## config.mk

```make
export PLATFORM = sky130hd
export DESIGN_NAME = despachante_copias
export DESIGN_NICKNAME = d
export VERILOG_FILES = /design/src/rtl/despachante_copias.sv
export SDC_FILE = /design/constraint.sdc
export NUM_CORES = 1
export LEC_CHECK = 0
export BUFFER_PORTS_ARGS = -buffer_cell sky130_fd_sc_hd__buf_2
export CORE_MARGIN = 3
export CORE_UTILIZATION = 50
export CTS_BUF_LIST = sky130_fd_sc_hd__clkbuf_4
export DETAILED_ROUTE_END_ITERATION = 6
export GPL_ROUTABILITY_DRIVEN = 1
export PLACE_DENSITY_LB_ADDON = 0.15
export SLEW_MARGIN = 30
export SYNTH_ARGS = -nofsm -noshare
export SYNTH_HDL_FRONTEND = slang
export SYNTH_SLANG_ARGS = --single-unit
```

## constraint.sdc

```tcl
create_clock -name clk_2 -period 3.8 [get_ports clk_2]
set_input_delay 0 -clock clk_2 [delete_from_list [all_inputs] [get_ports clk_2]]
set_output_delay 0 -clock clk_2 [all_outputs]
set_load 0.02 [all_outputs]
```

## src/rtl/despachante_copias.sv

```systemverilog
// Copy-job dispatcher: queues operator copy requests, strobes each job to the
// copier, counts finished copies and supervises pauses and copier stalls.
module despachante_copias #(
   parameter int QTY_BITS   = 2,
   parameter int FIFO_DEPTH = 4,
   parameter int TIMEOUT    = 15
) (
   input  logic                        clk_2,
   input  logic                        reset,
   input  logic                        job_valid,
   input  logic [QTY_BITS-1:0]         job_qty,
   input  logic                        clear_fault,
   input  logic                        copy_done,
   input  logic                        no_paper,
   input  logic                        jammed,
   output logic                        copiar,
   output logic [QTY_BITS-1:0]         quantidade,
   output logic                        busy,
   output logic                        paused,
   output logic                        fault,
   output logic                        job_done,
   output logic                        drop,
   output logic [$clog2(FIFO_DEPTH):0] fill,
   output logic [7:0]                  total,
   output logic [6:0]                  seg
);
   localparam int PTR_W = $clog2(FIFO_DEPTH);
   localparam int WD_W  = $clog2(TIMEOUT + 1);
   localparam logic [WD_W-1:0]  WD_MAX = WD_W'(TIMEOUT);
   localparam logic [PTR_W:0]   FULL   = (PTR_W + 1)'(FIFO_DEPTH);

   typedef enum logic [2:0] {IDLE, ISSUE, WAIT, PAUSED, FAULT} state_t;

   state_t              state, state_nx;
   logic [QTY_BITS-1:0] mem [FIFO_DEPTH];
   logic [PTR_W-1:0]    rd_ptr, wr_ptr;
   logic [QTY_BITS-1:0] remaining, rem_nx;
   logic [WD_W-1:0]     watchdog, wd_nx;
   logic                accept, push, pop, count, done_nx, stall;

   function automatic logic [6:0] seg_of(input state_t s);
      case (s)
         ISSUE:   return 7'b0000110;
         WAIT:    return 7'b1011011;
         PAUSED:  return 7'b1001111;
         FAULT:   return 7'b1110001;
         default: return 7'b0111111;
      endcase
   endfunction

   // Full check uses occupancy before this cycle's pop
   assign accept = job_valid && (job_qty != '0);
   assign push   = accept && (fill != FULL);
   assign stall  = no_paper || jammed;

   always_comb begin
      state_nx = state;
      rem_nx   = remaining;
      wd_nx    = watchdog;
      pop      = 1'b0;
      count    = 1'b0;
      done_nx  = 1'b0;
      case (state)
         IDLE: begin
            if (fill != '0) begin
               pop      = 1'b1;
               rem_nx   = mem[rd_ptr];
               state_nx = ISSUE;
            end
         end
         ISSUE: begin
            wd_nx    = '0;
            state_nx = WAIT;
         end
         WAIT: begin
            if (copy_done) begin
               count  = 1'b1;
               rem_nx = remaining - QTY_BITS'(1);
               wd_nx  = '0;
               if (remaining == QTY_BITS'(1)) begin
                  done_nx  = 1'b1;
                  state_nx = IDLE;
               end else if (stall) begin
                  state_nx = PAUSED;
               end
            end else if (stall) begin
               state_nx = PAUSED;
            end else if (watchdog == WD_MAX) begin
               state_nx = FAULT;
            end else begin
               wd_nx = watchdog + WD_W'(1);
            end
         end
         PAUSED: begin
            // Watchdog stays frozen; late copies still count toward the job
            if (copy_done) begin
               count  = 1'b1;
               rem_nx = remaining - QTY_BITS'(1);
            end
            if (copy_done && remaining == QTY_BITS'(1)) begin
               done_nx  = 1'b1;
               state_nx = IDLE;
            end else if (!stall) begin
               state_nx = WAIT;
            end
         end
         FAULT: begin
            if (clear_fault) state_nx = ISSUE;
         end
         default: state_nx = IDLE;
      endcase
   end

   always_ff @(posedge clk_2 or posedge reset) begin
      if (reset) state <= IDLE;
      else       state <= state_nx;
   end

   always_ff @(posedge clk_2) begin
      if (push) mem[wr_ptr] <= job_qty;
   end

   always_ff @(posedge clk_2 or posedge reset) begin
      if (reset) begin
         rd_ptr     <= '0;
         wr_ptr     <= '0;
         fill       <= '0;
         remaining  <= '0;
         watchdog   <= '0;
         total      <= '0;
         copiar     <= 1'b0;
         quantidade <= '0;
         busy       <= 1'b0;
         paused     <= 1'b0;
         fault      <= 1'b0;
         job_done   <= 1'b0;
         drop       <= 1'b0;
         seg        <= 7'b0111111;
      end else begin
         if (push) wr_ptr <= wr_ptr + PTR_W'(1);
         if (pop)  rd_ptr <= rd_ptr + PTR_W'(1);
         case ({push, pop})
            2'b10:   fill <= fill + (PTR_W + 1)'(1);
            2'b01:   fill <= fill - (PTR_W + 1)'(1);
            default: fill <= fill;
         endcase
         remaining <= rem_nx;
         watchdog  <= wd_nx;
         if (count) total <= total + 8'd1;
         // The strobe is launched from ISSUE, so it is seen during the first WAIT cycle
         copiar <= (state == ISSUE);
         if (state == ISSUE) quantidade <= remaining;
         busy     <= (state_nx != IDLE);
         paused   <= (state_nx == PAUSED);
         fault    <= (state_nx == FAULT);
         job_done <= done_nx;
         drop     <= accept && (fill == FULL);
         seg      <= seg_of(state_nx);
      end
   end
endmodule

```

==> results.md, run 1 <==
- Ranked by total cell area, the synthesized netlist is headed by dfrtp_1, edfxtp_1, dfstp_2.
- Summed over all instances, the cell type with the most area after synthesis is dfrtp_1.
- The first-pass iteration count of the detailed router is 4.
- The share of synthesized area occupied by flip-flops and latches is 59.17%.
- The detail route stage leaves a number of antenna-violating nets equal to 0.
- The last element of the critical path is fill[2].
- The synthesized area per cell is 12.31 um2.
- Pin placement for this block handled 35 I/O pins.
- The pin count of the biggest net entering global routing is 39.
- The later pin in the worst-skew pair is clocked with a latency of 0.36 ns.
- The run finished with clean final reports.
- The max-slew headroom at the worst pin is 62.51%.
- The die boundary width is 70.32 um.
- Across all register-to-register paths, the minimum setup slack is 1.52 ns.
- The most used flip-flop cell after synthesis is dfrtp_1.
- Summed over all nets, the half-perimeter wirelength after detailed placement is 2724 um.
- The clock tree synthesis step divided the H-tree into 2 levels.
- The count of vias placed by the detailed router is 1400.
- Once the clock tree was built, the setup fixing pass inserted 0 buffers.
- The required time at the worst-slack endpoint is 4.05 ns.
- Summing every instance area after synthesis gives 2068 um2.
- After the last flow step, the layout net total stands at 233.
- The share of the clock period used by the worst path is 60.00%.
- The worst register-to-register path ends at fill[2].
- The startpoint class of the critical path is a flop.
- The share of the synthesized area in the top cell type is 39.93%.
- The overall global routing resource usage is 17.04%.
- The die area is 4944 um2.
- The TritonCTS clock tree is yes.
- The filler cell count in the final layout is 310.
- The number of antenna violations at the first check in global routing is 0.
- After floorplanning, the core was sized to cover 3826 um2.
- Synthesis produced a netlist with a net count of 186.
- In this run the static leakage power is 1.116 nW.
- The cell area power density is 757.9 nW/um2.
- Derived from the worst setup path, the maximum achievable clock frequency is 438.6 MHz.
- After synthesis, the share of flip-flops with an asynchronous set or reset is 82.98%.
- The max-cap check violation count is 0.
- Along the worst path, the maximum fanout reaches 12.
- The count of warnings emitted by yosys is 0.
- Buffers inserted during clock tree synthesis total 5.
- Clock-pin slew was measured on the worst setup and hold paths at 0.12 ns.
- For the pin with the worst max-slew slack, the measured transition is 0.5546 ns.
- The number of hold violations in the final report is 0.
- The global-route wire length before repair is 6479 um.
- For the worst setup path, the data arrival time is 2.53 ns.
- The cell sitting at the root of the clock tree is a clkbuf_4.
- The effective utilization at floorplan is 54.05%.
- The total length of routed wires is 3743 um.
- The via count of the first global-routing pass is 1392.
- The worst setup path category is reg2reg.
- The layout overhead on the synthesized area is 18.51%.
- The total overflow left after global routing is 0.
- Setup violations remaining at the end of the flow were counted as 0.
- By count the netlist is led by dfrtp_1, inv_1, nand2_1.
- The worst setup path startpoint is state[0].
- The number of library cell types mapped by synthesis is 44.
- The number of max-slew violations in the final report is 0.
- The depth of the worst register-to-register path is 9.
- Port buffering added 34 buffers.
- The worst setup path is captured at a flop.
- The clock skew is 0.01403 ns.
- The final worst hold slack is 0.03856 ns.
- The worst-case vdd ir drop is 0.4037 mV.
- The routed via count divided by cell count is 5.303.
- The count of antenna diodes in the layout is 0.
- The number of DRC markers in iteration 0 is 62.
- The most frequently used cell type in the post-synthesis netlist is dfrtp_1.
- The floorplan step set the die height to 70.32 um.
- The startpoint identified for the worst register-to-register timing path is state[0].
- The minimum clock period is 2.280 ns.
- Counting along the longest clock path gives a buffer depth of 2.
- Yosys mapped a number of flops with a built-in enable equal to 8.
- The path type of the worst min-delay path is in2reg.
- The cell count after synthesis is 168.
- The synthesis-stage register bit count is 47.
- Setup total negative slack on the finished layout was measured at 0 ns.
- The DRC violations left is 0.
- Dividing the detail-routed wire length by the instance count gives 14.18 um.
- In the final layout, the multi-input gates occupy 778.2 um2.
- The number of clock sinks seen by CTS is 47.
- The number of placement rows is 22.
- The congestion estimate from routability-driven global placement came to 0.8082.
- Cells with a size suffix above 1 make up 27.78% of the layout.
- Setup repair after global routing left no endpoint under its margin.
- Across the whole layout, storage elements account for 1224 um2.
## area by class of cell
type	instances	area share [%]
tap	48	2.450
sequential	47	49.92
clock inverter	1	1.225
inverter	13	1.991
clock buffer	7	2.144
multi-input combinational	105	31.75
timing repair buffer	43	10.52
## worst min-delay path by stage
stage | startpoint | endpoint | slack (ns) | depth (start not counted)
global placement | reset | total[7] | -0.15 | 2
detailed placement | reset | total[7] | -0.15 | 2
global route | clear_fault | fault | 0.02 | 3
finish | clear_fault | fault | 0.04 | 3
floorplan | job_qty[0] | mem[0][0] | 0.1 | 0
CTS | clear_fault | fault | 0.02 | 3
## worst max-delay path, stage by stage (launching register included)
cell,delay (ns)
dfrtp_1,0.51
nor3_1,0.28
nand2_1,0.14
inv_1,0.18
ha_1,0.23
inv_1,0.07
fa_1,0.37
xor2_1,0.19
nor2_1,0.07
xor2_1,0.14
## cell usage in the layout (no fill, tap or decap), drive strengths merged, types with 3 or more instances in the layout
| cell type | instances |
|---|---|
| and2 | 4 |
| or3 | 4 |
| inv | 13 |
| mux2 | 3 |
| nor2 | 8 |
| clkbuf | 7 |
| nand2 | 10 |
| dfstp | 6 |
| nor3 | 3 |
| xnor2 | 8 |
| a21oi | 5 |
| dfrtp | 33 |
| o21ai | 10 |
| nand3 | 6 |
| ha | 8 |
| xor2 | 5 |
| edfxtp | 8 |
| buf | 35 |
| dlygate4sd3 | 8 |
## sequential cells by signal, indices dropped and copies added (netlist names)
name and count:
rd_ptr 2, fill 3, mem 8, job_done 1, quantidade 2, drop 1, copiar 1, total 8
busy 1, remaining 2, fault 1, wr_ptr 2, seg 7, state 3, watchdog 4, paused 1
## routing by layer
metal | wire, um | share of wire (%) | vias up | GRT usage [%]
met5 | 0 | 0 | - | 0
met4 | 62 | 1.7 | 0 | 6.596
met3 | 244 | 6.5 | 7 | 7.050
met2 | 1839 | 49 | 36 | 27.13
met1 | 1597 | 43 | 676 | 20.53
li1 | - | - | 681 | -
## cells by family after synthesis
family | Yosys count | synth area share, %
flops | 47 | 59.16
buf+inv | 16 | 3.207
simple gates | 50 | 13.43
compound gates | 26 | 8.106
xor+xnor | 13 | 5.505
mux | 7 | 4.779
fa+ha+maj | 9 | 5.808
## timing repair
action	4_1_cts	5_1_grt
hold buffers	8	0
resized for setup	0	0
endpoints found under the hold margin	46	0
## power breakdown
group          internal [W]  switching (W)
combinational      0.000299       0.000425
sequential         0.000694       0.000142
clock              0.000154       0.000145
## stage by stage
step                total power [W]  utilization [%]  area (um2)  cells  setup WS (ns)
finish                     0.001858            64.06        2451    264          1.520
global route               0.002009            64.06        2451    264          1.285
CTS                        0.001878            64.06        2451    264          1.503
detailed placement         0.001571            59.81        2288    248          1.519
global placement           0.001538            59.81        2288    248          1.647
floorplan                  0.001355                -        2068    168          1.727
Power figures use the tool's default switching activity.
==> inputs of run 2 (changes only) <==
--- a/config.mk
+++ b/config.mk
@@ -5,6 +5,7 @@
 export SDC_FILE = /design/constraint.sdc
 export NUM_CORES = 1
 export LEC_CHECK = 0
+export ABC_AREA = 1
 export BUFFER_PORTS_ARGS = -buffer_cell sky130_fd_sc_hd__buf_2
 export CORE_MARGIN = 3
 export CORE_UTILIZATION = 50
==> constraint.sdc (replaced) <==
create_clock -name clk_2 -period 2 [get_ports clk_2]
set_input_delay 0 -clock clk_2 [delete_from_list [all_inputs] [get_ports clk_2]]
set_output_delay 0 -clock clk_2 [all_outputs]
set_load 0.02 [all_outputs]
==> run 2 against run 1 <==
  * Combinational power is 130% higher
  * Register-to-register slack worse by 1.4 ns
  * Largest cell class unchanged
  * Clock power is 44% higher
  * Global-route usage is 0.94 points lower
  * Largest power group is now combinational logic
  * Via count is 14% higher
  * Hold slack worse by 0.011 ns
  * Worst setup slack worse by 1.4 ns
==> results.md, run 2 <==
- The run finished with clean final reports.
- After synthesis, the cell types taking the most area are dfrtp_1, edfxtp_1, nand2_1.
- The number of antenna violations at the first check in global routing is 0 (unchanged).
- The share of the synthesized area in the top cell type is 36.73% (-3.2 points).
- The clock slew seen by the registers of the worst setup and hold paths was 0.12 ns (about the same).
- The combinational fraction of design power is 45.7% (+6.7 points).
- CTS placed an instance of clkbuf_4 at the clock tree root.
- The dominant combinational cell family by area after synthesis is simple AND/OR/NAND/NOR gates.
- The floorplan core area was 4173 um2 (+9.1%).
- The basic-gate share of the synthesized area counting and, or, nand and nor cells is 24.21% (+11 points).
- The final global-route overflow total is 0 (unchanged).
- The effective utilization at floorplan is 53.88% (-0.17 points).
- The required time at the worst-slack endpoint came to 2.24 ns (-1.81 ns).
- The die boundary width came to 73.06 um (+3.9%).
- The xor and xnor fraction of the mapped netlist area was 3.506% (-2.0 points).
- The deepest clock path buffer count is 2 (unchanged).
- The DRC violations left is 0 (unchanged).
- The share of power burned in the clock network came to 11.9% (-4.2 points).
- The synthesized area per cell is 9.568 um2 (-22%).
- The sequential power share was 42.4% (-2.6 points).
- The net count after synthesis is 253 (+36%).
- The number of clock sinks seen by CTS is 47 (unchanged).
- The worst-case vdd ir drop came to 0.7022 mV (+74%).
- The actual slew at the worst max-slew pin is 0.4822 ns (-0.07238 ns).
- The most common cell after layout, fill and taps aside is nand2_1.
- The routed via count divided by cell count is 4.720 (-11%).
- The count of boundary I/O pins is 35 (unchanged).
- The most frequently used cell type in the post-synthesis netlist is nand2_1.
- The share of the clock period used by the worst path came to 94.24% (+34 points).
- The leakage power came to 1.377 nW (+23%).
- The fraction of final layout cells with drive strength greater than 1 is 32.18% (+4.4 points).
- The worst path setup slack after routing is 0.1153 ns (-1.405 ns).
- The total negative slack is 0 ns (unchanged).
- The stage delay of the slowest cell on the critical path is 0.44 ns (-0.07 ns).
- The number of enable flip-flop cells after synthesis is 8 (unchanged).
- The cell area after layout was 2654 um2 (+8.3%).
- The via count of the first global-routing pass is 1520 (+9.2%).
- The placed wire-length estimate is 2729 um (+0.18%).
- The total power of the final layout is 0.003614 W (+95%).
- The worst setup path category is reg2reg.
- The number of placement rows came to 23 (+4.5%).
- The share of synthesized registers carrying an async set or reset was 82.98% (unchanged).
- The clock skew is 0.005135 ns (-0.008893 ns).
- The minimum clock period is 1.885 ns (-0.3952 ns).
- The number of hold violations in the final report is 0 (unchanged).
- The largest total area in the synthesized netlist belongs to dfrtp_1.
- The count of warnings emitted by yosys was 0 (unchanged).
- The kind of capture point of the worst setup path is a flop.
- The global-route wire length before repair is 6617 um (+2.1%).
- The overall global routing resource usage is 16.10% (-0.94 points).
- The post-detailed-route count of antenna-violating nets came to 0 (unchanged).
- The count of vias placed by the detailed router was 1600 (+14%).
- The slowest stage cell on the critical path is dfrtp_1.
- Relative to the synthesized area, the layout overhead comes to 18.03%.
- The share of synthesized area occupied by flip-flops and latches is 54.42% (-4.7 points).
- The number of DRC markers in iteration 0 came to 76 (+23%).
- The cell area power density came to 1362 nW/um2 (+80%).
- The height of the chip came to 73.06 um (+3.9%).
- The post-synthesis mux area share came to 0% (-4.8 points).
- The clock latency at the later pin of the worst-skew pair is 0.35 ns (about the same).
- After synthesis, the most frequently instantiated cells are nand2_1, inv_1, dfrtp_1.
- The max-slew headroom at the worst pin is 67.85% (+5.3 points).
- The synthesis-stage register bit count is 47 (unchanged).
- The maximum clock frequency came to 530.6 MHz (+21%).
- STA classifies the critical path startpoint as a flop.
- The number of library cell types mapped by synthesis is 29 (-34%).
- The top fanout value on the critical path is 3 (-9).
- In this design, the critical path's most frequently occurring cell is inv_2.
- The max-cap check violation count is 0 (unchanged).
- The data arrival time of the critical path was 2.13 ns (-0.40 ns).
- The netlist area before placement is 2248 um2 (+8.7%).
- The average wire length per cell after detail routing is 11.48 um (-19%).
- The die area was 5338 um2 (+8.0%).
- The fraction of power spent switching nets was 42.73% (+4.4 points).
- The number of input and output port buffers inserted was 34 (unchanged).
- The pin count of the biggest net entering global routing came to 40 (+2.6%).
- The power spent charging and discharging nets is 0.001544 W (+120%).
- The fraction of the mapped netlist area in compound gates is 4.897% (-3.2 points).
- The internal power came to 0.002070 W (+81%).
- The largest registers in the layout are mem: 8 flops, total: 8 flops, seg: 7 flops.
- The count of antenna diodes in the layout came to 0 (unchanged).
- The area after detailed placement was 2511 um2 (+9.7%).
- The final weighted congestion of routability-driven global placement is 0.8248 (+2.1%).
- The final net count is 306 (+31%).
- The setup violation total in the final timing report is 0 (unchanged).
- The first-pass iteration count of the detailed router is 4 (unchanged).
- The cell count after synthesis is 235 (+40%).
- The adder-cell share of the synthesized area is 5.342% (-0.47 points).
- The most used flip-flop cell after synthesis is dfrtp_1.
- The critical path goes through inv_2, nand2_2, nor2_1, nand2_1, inv_2, ha_2, inv_2, fa_2, a21oi_2, o21ai_2, xor2_1.
- The library cells used most frequently in the layout, excluding fill and tap cells, are nand2_1, inv_1, buf_2.
- The number of max-slew violations in the final report is 0 (unchanged).
- The TritonCTS clock tree is yes.
- The utilization after layout is 63.60% (-0.46 points).
- The deepest level of the CTS H-tree is 2 (unchanged).
- The total length of routed wires is 3892 um (+4.0%).
- The total CTS buffers is 5 (unchanged).
- The path type of the worst min-delay path is in2reg.
- The pre-CTS setup slack is 0.07341 ns (-1.446 ns).
-- run 2: worst paths after layout --
check	cells past startpoint	to	slack, ns	start
max in group asynchronous	4	seg[0]	1.36	reset
worst max register to register	11	fill[2]	0.12	state[1]
worst min-delay path	4	seg[0]	0.03	clear_fault
worst min register to register	2	quantidade[0]	0.50	quantidade[0]
min in group asynchronous	4	seg[6]	0.30	reset
worst max-delay path	11	fill[2]	0.12	state[1]
-- run 2: repair_timing --
item | 4_1_cts | 5_1_grt
hold buffers | 4 | 0
hold endpoints to repair | 42 | 0
setup endpoints to repair | 0 | 1
gates resized for setup | 0 | 9
buffers inserted | 0 | 4
-- run 2: per-layer routing --
metal  GRT usage [%]  wire (um)  vias to the layer above  part of all wire (%)
met5               0          0                        -                     0
met4           5.328         34                        0                  0.87
met3           4.821        172                        4                   4.4
met2           25.72       1956                       27                    50
met1           20.86       1729                      741                    44
li1                -          -                      828                     -
-- run 2: cell families after synthesis --
logic type,Yosys count
adders and majority gates,9
buffers and inverters,43
AOI/OAI and AO/OA,19
and+or+nand+nor,108
DFF,47
xor gates and xnor gates,9
-- run 2: per-stage QoR --
| stage | hold slack (ns) | std cells |
|---|---|---|
| after global placement | 0.1405 | 323 |
| final | 0.02770 | 339 |
| after floorplan | 0.09887 | 235 |
| after CTS | 0.004902 | 335 |
| after global routing | 0.007118 | 339 |
| after detailed placement | 0.1419 | 323 |
-- run 2: critical path: cells and delay by family (launching register included) --
kind | cells | cell delay, ns
flops | 1 | 0.44
compound gates | 2 | 0.22
fa+ha+maj | 2 | 0.56
xor+xnor | 1 | 0.14
buf+inv | 3 | 0.20
simple gates | 3 | 0.23
-- run 2: area by class of cell --
type,instances,area (um2)
Clock buffer,6,45.04
Clock inverter,2,12.51
Fill cell,360,1519
Inverter,43,171.4
Multi-Input combinational cell,145,868.3
Sequential cell,47,1224
Tap cell,50,62.56
Timing Repair Buffer,46,270.3
-- run 2: power by group through the flow --
stage	logic, W	registers [W]	clock network, W
final	0.00165	0.00153	0.000432
after global routing	0.00187	0.00158	0.000489
after CTS	0.00158	0.00154	0.000457
after detailed placement	0.00156	0.00156	0
after global placement	0.00155	0.00154	0
after floorplan	0.000920	0.00177	0
==> inputs of run 3 (changes only) <==
--- a/config.mk
+++ b/config.mk
@@ -6,7 +6,7 @@
 export NUM_CORES = 1
 export LEC_CHECK = 0
 export ABC_AREA = 1
-export BUFFER_PORTS_ARGS = -buffer_cell sky130_fd_sc_hd__buf_2
+export BUFFER_PORTS_ARGS = -buffer_cell sky130_fd_sc_hd__buf_4
 export CORE_MARGIN = 3
 export CORE_UTILIZATION = 50
 export CTS_BUF_LIST = sky130_fd_sc_hd__clkbuf_4
==> run 3 against run 2 <==
  * Sequential power about the same
  * Combinational power grew 4%
  * Flip-flop and latch count did not move
  * Clock-buffer cell count unchanged
  * Final cell count did not move
  * Via count is essentially flat
  * Design area increased by 4.9%
  * Maximum frequency shrank 1.3%
  * Sequential share of layout area down 2.1 points
  * Clock power rose by 61%
  * Critical path depth unchanged
  * Critical endpoint unchanged
  * Largest cell class unchanged
==> results.md, run 3 (synthesized netlist as in run 2, its figures left out) <==
- The flow ran to the end, and the final reports show no timing, DRC or antenna violations.
- The number of placement rows came to 23 (unchanged).
- The number of DRC markers in iteration 0 was 75 (-1.3%).
- The overall global routing resource usage is 15.98% (-0.12 points).
- The count of vias placed by the detailed router is 1601 (+0.063%).
- The clock skew is 0.01483 ns (+0.009692 ns).
- The TritonCTS clock tree is yes.
- The number of clock sinks seen by CTS was 47 (unchanged).
- The final worst hold slack was 0.07825 ns (+0.05055 ns).
- The worst setup path is launched from a flop.
- The maximum clock frequency is 523.7 MHz (-1.3%).
- The fraction of final layout cells with drive strength greater than 1 was 29.41% (-2.8 points).
- The library cell used as clock root buffer is clkbuf_4.
- The actual slew at the worst max-slew pin is 0.4793 ns (-0.002895 ns).
- The DRC violations left was 0 (unchanged).
- The deepest level of the CTS H-tree came to 2 (unchanged).
- The kind of capture point of the worst setup path is a flop.
- The clock slew seen by the registers of the worst setup and hold paths is 0.14 ns (+0.02 ns).
- The number of placed instances, taps included is 323 (unchanged).
- The global-route wire length before repair came to 6568 um (-0.74%).
- The required time at the worst-slack endpoint is 2.26 ns (+0.02 ns).
- The number of input and output port buffers inserted is 34 (unchanged).
- The setup violation total in the final timing report is 0 (unchanged).
- The max-slew headroom at the worst pin is 68.05% (+0.19 points).
- The height of the chip is 73.06 um (unchanged).
- The leakage power was 1.429 nW (+3.8%).
- The final global-route overflow total is 0 (unchanged).
- The final weighted congestion of routability-driven global placement is 0.8158 (-1.1%).
- The die boundary width came to 73.06 um (unchanged).
- The die area was 5338 um2 (unchanged).
- The floorplan core area is 4173 um2 (unchanged).
- The filler cell count in the final layout was 341 (-5.3%).
- The count of antenna diodes in the layout is 0 (unchanged).
- The total length of routed wires is 3897 um (+0.13%).
- The clock latency at the later pin of the worst-skew pair is 0.36 ns (about the same).
- The top fanout value on the critical path came to 3 (unchanged).
- The total negative slack was 0 ns (unchanged).
- The pin count of the biggest net entering global routing was 40 (unchanged).
- The total area of sequential cells came to 1224 um2 (unchanged).
- The placed wire-length estimate is 2828 um (+3.7%).
- The data arrival time of the critical path came to 2.17 ns (+0.04 ns).
- Leaving out fill and tap cells, the most frequent cell in the layout is nand2_1.
- The max-cap check violation count was 0 (unchanged).
- The post-detailed-route count of antenna-violating nets was 0 (unchanged).
- The share of the clock period used by the worst path came to 95.47% (+1.2 points).
- The routed via count divided by cell count is 4.723 (about the same).
- The count of non-filler cells in the finished layout is 339 (unchanged).
- The via count of the first global-routing pass was 1557 (+2.4%).
- The deepest clock path buffer count is 2 (unchanged).
- The cell area power density is 1423 nW/um2 (+4.5%).
- The effective utilization at floorplan is 53.88% (unchanged).
- The first-pass iteration count of the detailed router is 4 (unchanged).
- The largest registers in the layout are mem: 8 flops, total: 8 flops, seg: 7 flops.
- The total CTS buffers came to 5 (unchanged).
- The number of hold violations in the final report is 0 (unchanged).
- The combined area of the multi-input logic cells came to 859.6 um2 (-1.0%).
- Setup repair after global routing left no endpoint under its margin.
- The minimum clock period came to 1.909 ns (+0.02461 ns).
- The average wire length per cell after detail routing was 11.50 um (+0.13%).
- In the layout the commonest cells are nand2_1, buf_4, inv_1.
- The number of antenna violations at the first check in global routing came to 0 (unchanged).
- The worst-case vdd ir drop was 0.7862 mV (+12%).
- The worst setup path category is reg2reg.
- The worst hold path belongs to the class in2reg.
- The final net count is 306 (unchanged).
- From synthesis to final layout, the design area changed by 23.76%.
- The number of max-slew violations in the final report came to 0 (unchanged).
- The count of boundary I/O pins is 35 (unchanged).
==> run 3: critical path: stages, from the launching register on <==
cell and delay [ns]:
dfrtp_1 0.42, inv_2 0.10, nand2_1 0.10, nor2_1 0.09
nand2_1 0.07, inv_1 0.09, ha_1 0.15, inv_1 0.08
fa_2 0.36, a21oi_2 0.12, o21ai_1 0.08, xor2_1 0.15
==> run 3: area by class of cell <==
cell class                      count  share of cell area, %
Clock buffer                        6                  1.619
Sequential cell                    47                  43.97
Multi-Input combinational cell    145                  30.89
Timing Repair Buffer               46                  12.95
Inverter                           43                  6.160
Tap cell                           50                  2.248
Clock inverter                      2                  2.158
==> run 3: stage by stage <==
stage	instance area [um2]	util, %	total power, W	setup slack [ns]
final	2783	66.69	0.003959	0.09064
after global routing	2783	66.69	0.004280	0.00004863
after CTS	2769	66.36	0.003972	0.02451
after detailed placement	2596	62.22	0.003245	0.01026
after global placement	2596	62.22	0.003206	0.1003
after floorplan	2248	-	0.002690	0.02874
==> run 3: final timing paths <==
kind,slack (ns),from,end,depth (start not counted)
max in group asynchronous,1.35,reset,seg[0],4
min in group asynchronous,0.30,reset,seg[6],4
hold / removal,0.08,no_paper,paused,5
setup / recovery,0.09,state[1],fill[2],11
setup reg to reg,0.09,state[1],fill[2],11
hold reg to reg,0.51,quantidade[0],quantidade[0],2
==> run 3: timing repair <==
| item | in CTS | in global routing |
|---|---|---|
| endpoints found under the setup margin | 1 | 1 |
| pin swaps | 0 | 1 |
| hold buffers | 6 | 0 |
| buffers inserted | 1 | 1 |
| resized for setup | 0 | 3 |
| endpoints found under the hold margin | 47 | 0 |
==> run 3: power breakdown <==
| group | internal (W) | switching [W] | total [W] | leakage, nW |
|---|---|---|---|---|
| sequential | 0.00131 | 0.000225 | 0.00154 | 0.540 |
| combinational | 0.000691 | 0.00103 | 0.00172 | 0.834 |
| clock | 0.000404 | 0.000294 | 0.000697 | 0.0559 |
==> run 3: metal layers <==
metal | global-route usage, % | up-vias | share of wire [%]
met3 | 3.306 | 7 | 3.5
met4 | 6.148 | 0 | 1.6
li1 | - | 829 | -
met2 | 27.31 | 25 | 50
met1 | 19.70 | 740 | 45
met5 | 0 | - | 0
